## src/rtl/fan_timer_pkg.sv

```systemverilog
// Shared state encodings and speed limits for the fan/timer control unit.
package fan_timer_pkg;

  typedef enum logic {
    S_FAN_OFF = 1'b0,
    S_FAN_ON  = 1'b1
  } fan_state_e;

  typedef enum logic {
    S_TIMER_OFF = 1'b0,
    S_TIMER_ON  = 1'b1
  } timer_state_e;

  localparam logic [3:0] SPEED_MIN = 4'd1;
  localparam logic [3:0] SPEED_MAX = 4'd3;

  function automatic logic [3:0] next_speed(input logic [3:0] s);
    return (s >= SPEED_MAX) ? SPEED_MIN : s + 4'd1;
  endfunction

endpackage

```

## src/rtl/fan_timer_fsm_sec_prescaler.sv

```systemverilog
// One-second prescaler: counts 0..CLK_HZ-1 while enabled, ticks at terminal count.
module sec_prescaler #(
  parameter int CLK_HZ = 100_000_000
) (
  input  logic clk_i,
  input  logic rst_i,
  input  logic clr_i,
  input  logic en_i,
  output logic tick_o
);

  localparam int W = $clog2(CLK_HZ);
  localparam logic [W-1:0] TC = W'(CLK_HZ - 1);

  logic [W-1:0] cnt_q, cnt_d;

  // Tick must not depend on clr_i: the parent derives clr_i from expiry.
  assign tick_o = en_i && (cnt_q == TC);

  always_comb begin
    cnt_d = cnt_q;
    if (clr_i) begin
      cnt_d = '0;
    end else if (en_i) begin
      cnt_d = (cnt_q == TC) ? '0 : cnt_q + W'(1);
    end
  end

  always_ff @(posedge clk_i or posedge rst_i) begin
    if (rst_i) cnt_q <= '0;
    else       cnt_q <= cnt_d;
  end

endmodule

```

## src/rtl/fan_timer_fsm.sv

```systemverilog
// Fan/timer control FSM with shutdown countdown.
// FAN_TIMER_BTN_EDGE_EN: treat buttons as held levels and act on rising edges.
module fan_timer_fsm
  import fan_timer_pkg::*;
#(
  parameter int CLK_HZ          = 100_000_000,
  parameter int TIMER_STEP_S    = 60,
  parameter int TIMER_MAX_STEPS = 3
) (
  input  logic        i_clk,
  input  logic        i_reset,
  input  logic        i_btn_power,
  input  logic        i_btn_speed,
  input  logic        i_btn_timer,
  output logic        o_FANOnOff,
  output logic        o_TIMEROnOff,
  output logic [3:0]  o_speed,
  output logic [15:0] o_timer_remaining
);

  localparam logic [2:0]  K_MAX = 3'(TIMER_MAX_STEPS);
  localparam logic [15:0] STEP  = 16'(TIMER_STEP_S);

  fan_state_e   fan_q, fan_d;
  timer_state_e tmr_q, tmr_d;
  logic [3:0]   spd_q, spd_d;
  logic [3:0]   spd_o_q, spd_o_d;
  logic [2:0]   k_q, k_d;
  logic [15:0]  rem_q, rem_d;
  logic         pwr_ev, spd_ev, tmr_ev;
  logic         tick, clr, expire;

`ifdef FAN_TIMER_BTN_EDGE_EN
  logic [2:0] btn_q, btn_p_q;

  always_ff @(posedge i_clk or posedge i_reset) begin
    if (i_reset) begin
      btn_q   <= '0;
      btn_p_q <= '0;
    end else begin
      btn_q   <= {i_btn_power, i_btn_speed, i_btn_timer};
      btn_p_q <= btn_q;
    end
  end

  assign {pwr_ev, spd_ev, tmr_ev} = btn_q & ~btn_p_q;
`else
  assign {pwr_ev, spd_ev, tmr_ev} = {i_btn_power, i_btn_speed, i_btn_timer};
`endif

  sec_prescaler #(
    .CLK_HZ (CLK_HZ)
  ) u_presc (
    .clk_i  (i_clk),
    .rst_i  (i_reset),
    .clr_i  (clr),
    .en_i   (tmr_q == S_TIMER_ON),
    .tick_o (tick)
  );

  assign expire = tick && (rem_q == 16'd1);

  always_comb begin
    fan_d  = fan_q;
    tmr_d  = tmr_q;
    spd_d  = spd_q;
    k_d    = k_q;
    rem_d  = rem_q;
    clr    = 1'b0;
    if (pwr_ev && fan_q == S_FAN_OFF) begin
      fan_d = S_FAN_ON;
      spd_d = SPEED_MIN;
    end else if (pwr_ev || (fan_q == S_FAN_ON && expire)) begin
      fan_d = S_FAN_OFF;
      tmr_d = S_TIMER_OFF;
      k_d   = '0;
      rem_d = '0;
      clr   = 1'b1;
    end else if (fan_q == S_FAN_ON) begin
      if (spd_ev) spd_d = next_speed(spd_q);
      // A preset reload on a tick cycle swallows that cycle's decrement.
      if (tmr_ev) begin
        clr = 1'b1;
        if (k_q >= K_MAX) begin
          k_d   = '0;
          tmr_d = S_TIMER_OFF;
          rem_d = '0;
        end else begin
          k_d   = k_q + 3'd1;
          tmr_d = S_TIMER_ON;
          rem_d = STEP * {13'd0, k_q + 3'd1};
        end
      end else if (tick && rem_q != '0) begin
        rem_d = rem_q - 16'd1;
      end
    end
    spd_o_d = (fan_d == S_FAN_ON) ? spd_d : 4'd0;
  end

  always_ff @(posedge i_clk or posedge i_reset) begin
    if (i_reset) begin
      fan_q   <= S_FAN_OFF;
      tmr_q   <= S_TIMER_OFF;
      spd_q   <= SPEED_MIN;
      spd_o_q <= '0;
      k_q     <= '0;
      rem_q   <= '0;
    end else begin
      fan_q   <= fan_d;
      tmr_q   <= tmr_d;
      spd_q   <= spd_d;
      spd_o_q <= spd_o_d;
      k_q     <= k_d;
      rem_q   <= rem_d;
    end
  end

  assign o_FANOnOff        = (fan_q == S_FAN_ON);
  assign o_TIMEROnOff      = (tmr_q == S_TIMER_ON);
  assign o_speed           = spd_o_q;
  assign o_timer_remaining = rem_q;

endmodule

```

## config.mk

```make
export PLATFORM = sky130hd
export DESIGN_NAME = fan_timer_fsm
export DESIGN_NICKNAME = d
export VERILOG_FILES = /design/src/rtl/fan_timer_pkg.sv /design/src/rtl/fan_timer_fsm_sec_prescaler.sv /design/src/rtl/fan_timer_fsm.sv
export SDC_FILE = /design/constraint.sdc
export NUM_CORES = 1
export LEC_CHECK = 0
export ABC_AREA = 1
export CAP_MARGIN = 20
export CORE_MARGIN = 3
export CORE_UTILIZATION = 53
export CTS_BUF_LIST = sky130_fd_sc_hd__clkbuf_2 sky130_fd_sc_hd__clkbuf_4 sky130_fd_sc_hd__clkbuf_8
export DETAILED_ROUTE_END_ITERATION = 16
export PLACE_DENSITY_LB_ADDON = 0.3
export SYNTH_ARGS = -nofsm -noshare
export SYNTH_HDL_FRONTEND = slang
export SYNTH_SLANG_ARGS = --single-unit
export TNS_END_PERCENT = 30
```

## constraint.sdc

```tcl
create_clock -name i_clk -period 7.2 [get_ports i_clk]
set_input_delay 0.72 -clock i_clk [delete_from_list [all_inputs] [get_ports i_clk]]
set_output_delay 0.72 -clock i_clk [all_outputs]
set_load 0.005 [all_outputs]
```

======== Word-level counts from Yosys, hierarchy flattened ========
Index checks and enable logic that the tools add are counted.
word-level totals
  register bits ........................... 56
  latch bits .............................. 0
  memory bits (writable) .................. 0
  ROM bits ................................ 0
  input bits .............................. 5
  output and inout port bits .............. 22
  memories kept ........................... 0
operators by class
  add/sub/neg operators ................... 4
  $mul .................................... 1
  div/mod/pow operators ................... 0
  magnitude comparators ................... 2
  eq/ne operators ......................... 2
  shifts and indexed selects .............. 0
  multiplexer cells ....................... 28
  bitwise operators ....................... 2
  reduce and logical (&&, ||, !) cells .... 13
operator list
  cell                     number
  $mux W27                 3
  $mux W16                 4
  $add A27 B1 Y27 const B  1
  $eq A27 B27 Y1 const B   1
  $mux W4                  6
  $eq A16 B1 Y1 const B    1
  $reduce_bool A16 Y1      1
  $sub A16 B1 Y16 const B  1
  $mux W3                  4
  $mux W1                  10
  $mux W9                  1
  $mul A4 B3 Y7 const A    1
  $reduce_and A3 Y1        2
  $reduce_bool A2 Y1       3
  $logic_and A1 B1 Y1      5
  $add A4 B1 Y4 const B    1
  $ge A4 B2 Y1 const B     1
  $add A3 B1 Y3 const B    1
  $ge A3 B2 Y1 const B     1
  $reduce_bool A3 Y1       1
  $not A1 Y1               2
  $logic_or A1 B1 Y1       1

======== Logic depth before layout (Yosys ltp) ========
Gate-level depths: netlist of the first run.
  word-level depth ........................ 8
  gate-level depth with buffers ........... 16
  mapped depth without buffers ............ 16

======== Cells and area by module ========
A second synthesis of the first run with hierarchy kept.
unflattened totals
  cells, all modules ...................... 560
  area total of the unflattened synthesis .. 3,831.2 µm²
by module, submodules not included
  module         times used  cells an instance  area each (µm²)  seq. area each (µm²)
  fan_timer_fsm  1           299                2,108.3          726.9
  sec_prescaler  1           261                1,722.9          675.6

======== Worst setup path after synthesis of the first run ========
OpenSTA, ideal clock, no wires.
  kind .................................... flip-flop to flip-flop
  from .................................... register k_q[0]
  to ...................................... register rem_q[8] (netlist: o_timer_remaining[8])
  library setup time ...................... 0.065 ns
  data arrival time ....................... 2.578 ns
  path slack .............................. 4.557 ns
  cell stages (with the launch flop) ...... 16
  path buffers ............................ 0
  cell sequence ........................... dfrtp_1 > ha_1 > ha_1 > inv_1 > ha_1 > xor2_1 > ha_1 > inv_1 > fa_1 > inv_1 > nand3_1 > nand3b_1 > nand2_1 > a21oi_1 > nand2_1 > nand2_1
on the way
  cells in the longest elaborated chain, start to end .. 6
ends and longest elaborated chain
  what                    line                  text
  from (decl)             fan_timer_fsm.sv:28   logic [2:0] k_q, k_d;
  from (signal assigned)  fan_timer_fsm.sv:113  k_q <= k_d;
  $add A3 B1 Y3           fan_timer_fsm.sv:91   rem_d = STEP * {13'd0, k_q + 3'd1};
  $mul A4 B3 Y7           fan_timer_fsm.sv:91
  $mux W9 (*)             fan_timer_fsm.sv:84   if (k_q >= K_MAX) begin
  $mux W16 (*)            fan_timer_fsm.sv:82   if (tmr_ev) begin
  $mux W16 (*)            fan_timer_fsm.sv:79   end else if (fan_q == S_FAN_ON) begin
  $mux W16 (*)            fan_timer_fsm.sv:73   end else if (pwr_ev || (fan_q == S_FAN_ON && expire)) begin
  to (signal assigned)    fan_timer_fsm.sv:114  rem_q <= rem_d;
  to (decl)               fan_timer_fsm.sv:29   logic [15:0] rem_q, rem_d;
Mark *: on every way between the ends. The rest lies on a longest branch, timed or not. The select of a mux whose other input is x is not followed.
A chain may end at the register's enable or synchronous reset.

======== Final worst setup path of the first run ========
  from .................................... register k_q[0]
  to ...................................... register rem_q[6] (netlist: o_timer_remaining[6])
Same word-level chain as after synthesis.

==> results of run 1 <==
[critical path, delay by kind of cell (launching register included)]
| kind | cells | cell delay, ns |
|---|---|---|
| simple gates | 5 | 0.32 |
| flops | 1 | 0.46 |
| fa+ha+maj | 5 | 1.44 |
| xor+xnor | 1 | 0.25 |
| compound gates | 1 | 0.17 |
| buf+inv | 3 | 0.22 |
[area by class of cell]
type                       instances  area [µm²]
timing repair buffer              27       267.8
fill                             612        2431
inverter                          68       259.0
clock buffer                       7       83.83
sequential                        56        1403
multi-input combinational        388        2002
tap                               93       116.4
clock inverter                     1       5.005
[per-stage QoR]
step           hold slack [ns]  area, µm²  setup WS (ns)  utilization, %  cells
2_1_floorplan           0.4495       3724          4.557               -    521
3_3_place_gp            0.4674       4048          4.454           61.63    632
3_5_place_dp            0.4736       4048          4.356           61.63    632
4_1_cts                 0.5005       4136          4.326           62.98    640
5_1_grt                 0.5445       4136          4.070           62.98    640
6_report                0.5041       4136          4.303           62.98    640
[flip-flops by register name, summed over array words and instances (netlist names)]
name,flops
u_presc.cnt_q,27
o_timer_remaining,16
o_speed,4
spd_q,4
k_q,3
o_FANOnOff,1
o_TIMEROnOff,1
[routing by layer]
| metal | vias up | wire, µm | global-route usage, % |
|---|---|---|---|
| met2 | 84 | 4012 | 35.78 |
| met1 | 1597 | 3732 | 27.33 |
| met3 | 8 | 342 | 4.257 |
| met4 | 0 | 91 | 5.619 |
| li1 | 1701 | - | - |
| met5 | - | 0 | 0 |
[layout by cell type (no fill, tap or decap), types with 3 or more instances in the layout]
cell type,n
xnor2_1,5
clkdlybuf4s50_1,26
nand4_1,14
o21ai_0,14
ha_1,12
nor3_1,16
nand3_2,3
clkbuf_8,5
xor2_1,23
inv_1,64
nand3_1,50
a21oi_1,11
nand2_1,125
nand2_2,7
nand3b_1,3
dfrtp_1,55
nor2_1,86
or2_2,3
[cell families after synthesis]
| group | Yosys count | synth area share, % |
|---|---|---|
| buffers and inverters | 77 | 8.568 |
| XOR/XNOR | 28 | 6.586 |
| flip-flops | 56 | 37.67 |
| adder cells (fa/ha/maj) | 13 | 4.570 |
| AND/OR/NAND/NOR | 316 | 38.04 |
| AO/OA/AOI/OAI | 31 | 4.570 |
[power by group through the flow]
stage	Combinational [µW]	Sequential, µW	Clock, µW
after floorplan	245	380	0
after global placement	315	395	0
after detailed placement	321	395	0
after CTS	323	390	184
after global routing	368	397	198
final	321	391	179
[path summary, 6_finish.rpt]
check,to,depth (start not counted),slack (ns)
worst max-delay path,o_timer_remaining[6]$_DFFE_PP0P_,15,4.30
max in group asynchronous,u_presc.cnt_q[0]$_DFFE_PP0P_,3,5.84
min in group asynchronous,u_presc.cnt_q[4]$_DFFE_PP0P_,3,0.91
worst min-delay path,k_q[2]$_DFFE_PP0P_,2,0.50
worst min register to register,k_q[2]$_DFFE_PP0P_,2,0.50
worst max register to register,o_timer_remaining[6]$_DFFE_PP0P_,15,4.30
==> flow_summary.ini, run 1 <==
[grt]
grtUsageTotal_pct = 21.01
grt_pass1_vias = 3233
grt_max_degree = 57
grt_pass1_wl_um = 14240
antenna_found_initial = 0
grt_overflow = 0

[synthesis]
synth_ff_type = dfrtp_1
synth_fp_nets = 539
yosysTopAreaCell = dfrtp_1
yosys-top-cells-area = dfrtp_1 (37%), nand2_1 (13%), nor2_1 (8.7%)
synthArstFlopShare_pct = 100.0
synth_edf_count = 0
synth_commonest_cells = nand2_1 (125), nor2_1 (86), inv_1 (65)
yosysMostFrequentCell = nand2_1
synth.avg_cell_area_um2 = 7.147
yosysSeqAreaShare_pct = 37.67
netlist_instances = 521
synth_cell_types = 37
netlist.area_leader.share_pct = 36.96
ys_warn_count = 0
netlist_area_um2 = 3724
synth-seq-cells = 56

[pwr]
leakage_uw = 0.002016
p_sw_share_pct = 38.19
pwr-share-comb_pct = 36.0
pwr-share-clk_pct = 20.1
finalPower_uw = 890.6
pwr-share-seq_pct = 43.9
ir_drop_v = 0.0002059
p_switching_uw = 340.1
p_int_uw = 550.5
cellPowerDensity_nw_per_um2 = 215.3

[setup_path]
critPathSlowestCell = dfrtp_1
slowest_delay_ns = 0.46
cp_cell_sequence = ha_1, ha_1, inv_1, ha_1, xor2_1, ha_1, inv_1, fa_1, inv_1, nor2_1, o21ai_0, nand2_1, nor2_1, nand2_1, nand2_1
crit-reg2reg-launch = k_q[0]$_DFFE_PP0P_
cp.arrival_ns = 3.16
critPathLaunchType = flop
worstPathRequired_ns = 7.46
crit_start = k_q[0]$_DFFE_PP0P_
critPathKind = flop to flop
cp_max_fo = 7
crit_top_cell = ha_1
crit_path_end_kind = flop

[clocking]
clk_pin_slew_worst_paths_ns = 0.10
clkLatencyLatePin_ns = 0.32
htreeDepth = 2
tritoncts = yes
cts.path.max_buffers = 2
hold_buffers = 0
cts_resized = 0
clock_sinks = 56
root_buffer = clkbuf_8
cts_buffers = 5
cts_setup_buffers = 0

[place]
dp_hpwl_um = 5953
numPortBuffers = 26
place.gp.congestion = 0.8907

[floorplan]
pin_count = 27
die_w_um = 89.82
coreArea_um2 = 6568
fp.dieH_um = 89.82
core.rowCount = 29
die-area_um2 = 8068
start_util_pct = 56.70

[timing]
finalCriticalPeriod_ns = 2.897
setup_tns_ns = 0
clock_skew_ns = 0.01040
rsz0062_at_grt = false
tightest_slew_ns = 0.6951
post-route-period-util_pct = 40.24
fmax_mhz = 345.2
finalMaxSlewViolations = 0
setup_viol = 0
slew_headroom_pct = 53.66
hold_viol_final = 0

[drt]
vias = 3390
drc = 0
drt-total-wl_um = 8177
drtIter0Drc = 197
postRouteAntennaNets = 0
viasPerCell = 5.297
wire_per_inst_um = 12.78
first_pass_iters = 5

[worst_hold_path]
holdCritStartpoint = k_q[2]$_DFFE_PP0P_
min_path_type = flop to flop

[final_layout]
fin_nets = 564
n_antenna_cell = 0
area_growth_pct = 11.09
drive_gt1_share_pct = 6.216

[status]
status = finished, final reports clean

[flow_run]
max-cap-violations = 0
(Power assumes the default switching activity.)
==> inputs of run 2 (changes only) <==
clock period = 2.85 ns   (was 7.2 ns; I/O delays follow)
==> run 2 against run 1 <==
Compared with the run above:
- combinational power rose to 2.9 times the previous value
- sequential share of layout area down 1.0 points
- sequential power is 140% higher
==> flow_summary.ini, run 2 (synthesis gave the netlist of run 1 again) <==
[setup_path]
cp_max_fo = 3
r2r_end = o_timer_remaining[8]$_DFFE_PP0P_
crit-reg2reg-launch = k_q[0]$_DFFE_PP0P_
critPathKind = flop to flop
slowest_delay_ns = 0.41
critPathBufInv = 3
cp_cell_sequence = ha_1, ha_4, inv_2, ha_4, xor2_2, ha_2, inv_1, fa_1, inv_1, nand3_1, nand3b_1, nand2_1, a21oi_2, nand2_1, nand2_1
crit_family = adder cells
worstPathRequired_ns = 3.11
crit_path_end_kind = flop
cp.arrival_ns = 2.96
crit_top_cell = nand2_1
critPathSlowestCell = dfrtp_1
rrSetupSlack_ns = 0.15
r2r_cells = 15
critPathLaunchType = flop

[final_layout]
fin_nets = 571
final_cell_mix = nand2_1 (125), nor2_1 (86), inv_1 (63)
drive_gt1_share_pct = 8.664
area_growth_pct = 14.48
top_register = u_presc.cnt_q
largest_reg_flops = 27
mostFrequentLayoutCell = nand2_1
n_antenna_cell = 0

[floorplan]
pin_count = 27
coreArea_um2 = 6568
core.rowCount = 29
start_util_pct = 56.70
die-area_um2 = 8068
die_w_um = 89.82
fp.dieH_um = 89.82

[drt]
vias = 3469
postRouteAntennaNets = 0
drt-total-wl_um = 8393
drc = 0
drtIter0Drc = 257
wire_per_inst_um = 12.97
first_pass_iters = 5
viasPerCell = 5.362

[clocking]
clock_sinks = 56
htreeDepth = 2
tritoncts = yes
cts.path.max_buffers = 2
clkLatencyLatePin_ns = 0.32
root_buffer = clkbuf_8
cts_buffers = 5
clk_pin_slew_worst_paths_ns = 0.10

[timing]
fmax_mhz = 370.4
slew_headroom_pct = 52.16
setup_viol = 0
rsz0062_at_grt = false
whs_ns = 0.4065
finalCriticalPeriod_ns = 2.700
hold_viol_final = 0
setup_tns_ns = 0
finalMaxSlewViolations = 0
clock_skew_ns = 0.01300
tightest_slew_ns = 0.7165
post-route-period-util_pct = 94.73

[pwr]
cellPowerDensity_nw_per_um2 = 568.2
ir_drop_v = 0.0004090
leakage_uw = 0.002058

[grt]
grt_pass1_wl_um = 14570
grt_overflow = 0
antenna_found_initial = 0
grt_max_degree = 36
grtUsageTotal_pct = 21.42
grt_pass1_vias = 3299

[place]
dp_hpwl_um = 6134
numPortBuffers = 26
place.gp.congestion = 0.9403

[worst_hold_path]
min_path_type = input pin to asynchronous set/reset pin

[flow_run]
max-cap-violations = 0

[status]
status = finished, final reports clean
-- run 2: worst max path at each step --
stage                        from                               end  slack (ns)  cells past startpoint
2_1_floorplan  k_q[0]$_DFFE_PP0P_  o_timer_remaining[8]$_DFFE_PP0P_        0.21                     15
3_3_place_gp   k_q[0]$_DFFE_PP0P_  o_timer_remaining[8]$_DFFE_PP0P_        0.14                     15
3_5_place_dp   k_q[0]$_DFFE_PP0P_  o_timer_remaining[8]$_DFFE_PP0P_       0.004                     15
4_1_cts        k_q[0]$_DFFE_PP0P_  o_timer_remaining[8]$_DFFE_PP0P_        0.05                     15
5_1_grt        k_q[0]$_DFFE_PP0P_  o_timer_remaining[8]$_DFFE_PP0P_        0.01                     15
6_report       k_q[0]$_DFFE_PP0P_  o_timer_remaining[8]$_DFFE_PP0P_        0.15                     15
-- run 2: what timing repair did --
item	in CTS	in global routing
hold buffers	0	0
endpoints found under the setup margin	1	3
hold endpoints to repair	0	0
resized for setup	1	6
pin swaps	0	2
buffers inserted	1	1
-- run 2: metal layers --
layer | vias up | GRT usage (%) | part of all wire [%]
met4 | 0 | 7.791 | 1.3
met3 | 12 | 3.506 | 5.8
li1 | 1718 | - | -
met5 | - | 0 | 0
met2 | 109 | 35.21 | 48
met1 | 1630 | 28.62 | 45
-- run 2: area by class of cell --
cell class / count / area, µm²
Inverter: 68 / 259.0
Fill cell: 589 / 2305
Timing Repair Buffer: 34 / 320.3
Multi-Input combinational cell: 388 / 2053
Clock buffer: 6 / 76.32
Tap cell: 93 / 116.4
Clock inverter: 2 / 35.03
Sequential cell: 56 / 1403
-- run 2: metrics by stage --
stage	area, µm²	util (%)	setup WS [ns]	power [µW]	std cells
5_1_grt	4263	64.91	0.01285	2608	647
6_report	4263	64.91	0.1503	2422	647
3_3_place_gp	4085	62.20	0.1363	1811	637
2_1_floorplan	3724	-	0.2075	1579	521
4_1_cts	4212	64.13	0.04703	2382	646
3_5_place_dp	4085	62.20	0.004075	1833	637
-- run 2: power by group --
part	total (µW)	switching, µW	internal, µW
combinational	933	540	393
sequential	954	91.1	863
clock	534	263	271
total	2420	895	1530
